**src/rtl/ysyx_25030093_ifu_pkg.sv**
```systemverilog
// Shared types and constants for the instruction fetch unit.
package ysyx_25030093_ifu_pkg;

   localparam int unsigned IFU_ADDR_W       = 32;
   localparam logic [31:0] DEFAULT_RESET_PC = 32'h8000_0000;

   localparam logic [1:0] FAULT_NONE     = 2'b00;
   localparam logic [1:0] FAULT_MISALIGN = 2'b01;
   localparam logic [1:0] FAULT_BUSERR   = 2'b10;

   localparam logic [1:0] RESP_OKAY = 2'b00;

   typedef enum logic [2:0] {
      S_LAUNCH = 3'd0,
      S_REQ    = 3'd1,
      S_WAIT_R = 3'd2,
      S_HOLD   = 3'd3,
      S_IDLE   = 3'd4
   } ifu_state_e;

endpackage

```
**src/rtl/ysyx_25030093_ifu.sv**
```systemverilog
// Instruction fetch unit: one AXI4-Lite read per retired instruction, result
// presented to the IDU through a valid/ready handshake.
module ysyx_25030093_ifu
   import ysyx_25030093_ifu_pkg::*;
#(
   parameter int unsigned ADDR_W   = IFU_ADDR_W,
   parameter logic [31:0] RESET_PC = DEFAULT_RESET_PC
) (
   input  logic              clk,
   input  logic              rst,
   input  logic [ADDR_W-1:0] pc,
   input  logic              wbu_done,
   output logic [ADDR_W-1:0] araddr,
   output logic              arvalid,
   input  logic              arready,
   input  logic [31:0]       rdata,
   input  logic [1:0]        rresp,
   input  logic              rvalid,
   output logic              rready,
   output logic [31:0]       inst,
   output logic [ADDR_W-1:0] inst_pc,
   output logic [1:0]        fault,
   output logic              out_valid,
   input  logic              out_ready,
   output logic [31:0]       fetch_count
);

   ifu_state_e state;

   // Single registered FSM; every output is a flop updated here.
   always_ff @(posedge clk) begin
      if (rst) begin
         state       <= S_LAUNCH;
         arvalid     <= 1'b0;
         rready      <= 1'b0;
         out_valid   <= 1'b0;
         inst        <= 32'h0;
         inst_pc     <= ADDR_W'(RESET_PC);
         fault       <= FAULT_NONE;
         araddr      <= '0;
         fetch_count <= 32'h0;
      end else begin
         case (state)
            S_LAUNCH: begin
               araddr  <= pc;
               inst_pc <= pc;
               // A misaligned PC never reaches the bus; report it directly.
               if (pc[1:0] != 2'b00) begin
                  inst      <= 32'h0;
                  fault     <= FAULT_MISALIGN;
                  out_valid <= 1'b1;
                  state     <= S_HOLD;
               end else begin
                  arvalid <= 1'b1;
                  state   <= S_REQ;
               end
            end
            S_REQ: begin
               if (arready) begin
                  arvalid <= 1'b0;
                  rready  <= 1'b1;
                  state   <= S_WAIT_R;
               end
            end
            S_WAIT_R: begin
               if (rvalid) begin
                  inst      <= rdata;
                  fault     <= (rresp == RESP_OKAY) ? FAULT_NONE : FAULT_BUSERR;
                  rready    <= 1'b0;
                  out_valid <= 1'b1;
                  state     <= S_HOLD;
               end
            end
            S_HOLD: begin
               // A retire coinciding with the accept starts the next fetch at once.
               if (out_ready) begin
                  out_valid   <= 1'b0;
                  fetch_count <= fetch_count + 32'd1;
                  state       <= wbu_done ? S_LAUNCH : S_IDLE;
               end
            end
            S_IDLE: begin
               if (wbu_done) state <= S_LAUNCH;
            end
            default: state <= S_LAUNCH;
         endcase
      end
   end

endmodule

```
**config.mk**
```make
export PLATFORM = sky130hd
export DESIGN_NAME = ysyx_25030093_ifu
export DESIGN_NICKNAME = d
export VERILOG_FILES = /design/src/rtl/ysyx_25030093_ifu_pkg.sv /design/src/rtl/ysyx_25030093_ifu.sv
export SDC_FILE = /design/constraint.sdc
export NUM_CORES = 1
export LEC_CHECK = 0
export BUFFER_PORTS_ARGS = -buffer_cell sky130_fd_sc_hd__buf_2
export CAP_MARGIN = 20
export CORE_UTILIZATION = 50
export CTS_CLUSTER_DIAMETER = 50
export CTS_CLUSTER_SIZE = 40
export DETAILED_ROUTE_END_ITERATION = 16
export GPL_ROUTABILITY_DRIVEN = 1
export GPL_TIMING_DRIVEN = 0
export HOLD_SLACK_MARGIN = 0.02
export PLACE_DENSITY = 0.89
export SLEW_MARGIN = 20
export SYNTH_ARGS = -nofsm -noshare
export SYNTH_HDL_FRONTEND = slang
export SYNTH_SLANG_ARGS = --single-unit
```
**constraint.sdc**
```tcl
create_clock -name clk -period 6.1 [get_ports clk]
set_input_delay 0.305 -clock clk [delete_from_list [all_inputs] [get_ports clk]]
set_output_delay 0.305 -clock clk [all_outputs]
set_load 0.005 [all_outputs]
```
==> impl_metrics.toml <==
[timing]
setup_viol = 0
hold_violations = 0
timing.final.crit_share = 0.390
final.min_clock_period_ps = 2380
worst_slack_ps = 3720
relSlewSlack = 0.323
worst_pin_slew_ps = 1010
tns_ps = 0
rsz0062_at_grt = "no"
fmaxAchievable_mhz = 420
finClkSkew_ps = 10.1
drv_slew = 0

[placed_design]
postPlaceCellArea_um2 = 5510
hpwlAfterDp_um = 9200
pre_cts_ws_ps = 3800
dpl.cell_count = 824
place.gp.congestion = 0.867
port_buffers = 204

[worst_setup_path]
cp_slowest_stage_delay_ps = 560
path_buf_inv = 1
path_max_fanout = 7
path_class = "reg2reg"
r2r-start = "fetch_count[0]"
critPathCaptureType = "flip-flop"
worstPathArrival_ps = 2640
critPathRequiredTime_ps = 6360
crit_family = "simple AND/OR/NAND/NOR gates"
crit_chain = "ha_1, nand4_1, or4_1, clkbuf_1, nor3_1, mux2_2"
critPathSlowestCell = "or4_1"
startpoint = "fetch_count[0]"
critPathLaunchType = "flip-flop"

[worst_hold_path]
hold_class = "in2reg"
holdCritStartpoint = "wbu_done"

[layout]
fin_nets = 803
antenna_cells = 0
fin_area_um2 = 5690
seqCellArea_um2 = 2100
area_growth_pct = 30.7
drive_above_1_share = 0.359
final_cells = 840
multi_input_area_um2 = 1830
n_fill_cell = 671

[clock_tree]
cts_made_buffers = 9
cts_sinks = 105
cts_tree = "yes"
cts_hold_buf = 0
cts_max_path_buffers = 2
clk_pin_slew_ps = 110
htreeDepth = 3
ctsResizeCount = 0
post_cts_buffers = 0
root_buffer = "clkbuf_8"
worstSkewPairLatency_ps = 360

[floorplan]
die_h_um = 95.3
num_rows = 33
die_x_um = 95.3
die_area_um2 = 9090
initial_utilization = 0.522
core_um2 = 8340
ios = 205

[yosys]
ys_types = 37
syn_inst = 515
syn_area_per_cell_um2 = 8.46
synth_area_um2 = 4360
synth-seq-cells = 105
ys_warn_count = 0
ys_seq_area_frac = 0.483
syn-num-nets = 588

[detailed_routing]
ant_nets = 0
drt_wl_total_um = 12100
routed_via_density = 5.33
vias = 4476
wire_per_inst_um = 14.4
drtPass1Iterations = 5
drc_errors = 0
first_iter_violations = 152

[pwr]
p_total_mw = 1.39
vdd_ir_drop_max_v = 0.000145
power.density_nw_per_um2 = 243
p_leak_nw = 2.68

[grt]
grt_pass1_wl_um = 18900
antenna_found_initial = 0
overflow = 0
grt_pass1_vias = 4164
grt_max_degree = 19
grtUsageTotal = 0.266

[outcome]
status = "finished clean"

[job]
drv_cap = 0
==> sequential cells by signal, indices dropped and copies added (netlist names) <==
name         cells
out_valid        1
arvalid          1
inst_pc          1
fetch_count     32
rready           1
inst            32
fault            2
state            3
araddr          32
==> worst paths after layout <==
check,cells past startpoint,slack (ps),to
worst max-delay path,6,3720,fetch_count[20]
worst min-delay path,2,110,state[2]
worst max register to register,6,3720,fetch_count[20]
worst min register to register,2,460,fault[0]
==> cells in the mapped netlist <==
| master | count | share of area |
|---|---|---|
| mux2_2 | 8 | 0.021 |
| nand2b_1 | 2 | 0.0029 |
| or3_1 | 6 | 0.0086 |
| nand3b_1 | 1 | 0.0017 |
| and2_1 | 1 | 0.0014 |
| nand4b_1 | 1 | 0.0020 |
| nor3_1 | 17 | 0.020 |
| o31ai_1 | 7 | 0.012 |
| buf_4 | 31 | 0.053 |
| a2111oi_0 | 1 | 0.0020 |
| and3_1 | 2 | 0.0029 |
| ha_1 | 1 | 0.0029 |
| nand3_1 | 9 | 0.010 |
| buf_2 | 3 | 0.0034 |
| nor2b_1 | 9 | 0.013 |
| and4_1 | 2 | 0.0040 |
| a21oi_1 | 50 | 0.057 |
| inv_1 | 7 | 0.0060 |
| nor2_1 | 56 | 0.048 |
| nor4_1 | 6 | 0.0086 |
| a22oi_1 | 32 | 0.055 |
| dlymetal6s2s_1 | 2 | 0.0057 |
| nand4_1 | 6 | 0.0086 |
| nand4_4 | 1 | 0.0049 |
| o21bai_1 | 2 | 0.0034 |
| a31oi_1 | 1 | 0.0014 |
| clkbuf_8 | 1 | 0.0032 |
| xnor2_1 | 10 | 0.020 |
| o21ai_0 | 12 | 0.014 |
| clkbuf_1 | 27 | 0.023 |
| mux2i_1 | 1 | 0.0023 |
| nand2_1 | 78 | 0.067 |
| xor2_1 | 1 | 0.0020 |
| a211oi_1 | 1 | 0.0017 |
| dfxtp_1 | 105 | 0.48 |
| buf_1 | 3 | 0.0026 |
| or4_1 | 12 | 0.021 |
==> per-layer routing <==
layer  vias to the layer above  wire [um]  global-route usage
met5                         -          0                   0
met4                         0        230              0.0960
met3                        25       1000              0.0813
met2                       219       6110               0.474
met1                      2058       4730               0.298
li1                       2174          -                   -
==> final cells by class <==
type,count,area share
clock buffer,10,0.0242
timing repair buffer,204,0.179
buffer,67,0.0701
inverter,7,0.00461
clock inverter,6,0.00857
sequential,105,0.369
multi-input combinational,336,0.321
tap,105,0.0231
==> cells in the final DEF, fill, tap and decap left out, drive strengths merged, types with 6 or more instances in the layout <==
cell / instances
nand4: 7
mux2: 8
nor2b: 9
buf: 241
dfxtp: 105
a22oi: 32
or3: 6
inv: 10
nor2: 56
nand3: 9
o31ai: 7
nand2: 78
o21ai: 12
or4: 12
nor3: 17
xnor2: 10
a21oi: 50
nor4: 6
clkbuf: 38
==> cell families (layout without fill, tap and decap cells) <==
group | count (synthesis) | in the layout | synth area share
AOI/OAI and AO/OA | 106 | 106 | 0.147
muxes | 9 | 9 | 0.0230
DFF | 105 | 105 | 0.483
buffers and inverters | 74 | 294 | 0.0977
xor gates and xnor gates | 11 | 11 | 0.0221
and+or+nand+nor | 209 | 209 | 0.225
adders and majority gates | 1 | 1 | 0.00287
==> metrics by stage <==
stage	hold WS, ps	utilization
2_1_floorplan	383	-
3_3_place_gp	444	0.660
3_5_place_dp	451	0.660
4_1_cts	102	0.683
5_1_grt	104	0.683
6_report	112	0.683
==> worst register-to-register path, stage by stage, from the launching register on <==
cell and delay, ps:
dfxtp_1 450, ha_1 210, nand4_1 250, or4_1 560, clkbuf_1 210, nor3_1 250, mux2_2 360
==> power by group <==
part	internal (mW)	leakage (nW)	total, mW	switching, mW
combinational	0.106	1.72	0.228	0.122
clock	0.165	0.0976	0.415	0.249
sequential	0.719	0.855	0.743	0.0237
total	0.990	2.68	1.39	0.395
(Power assumes the default switching activity.)
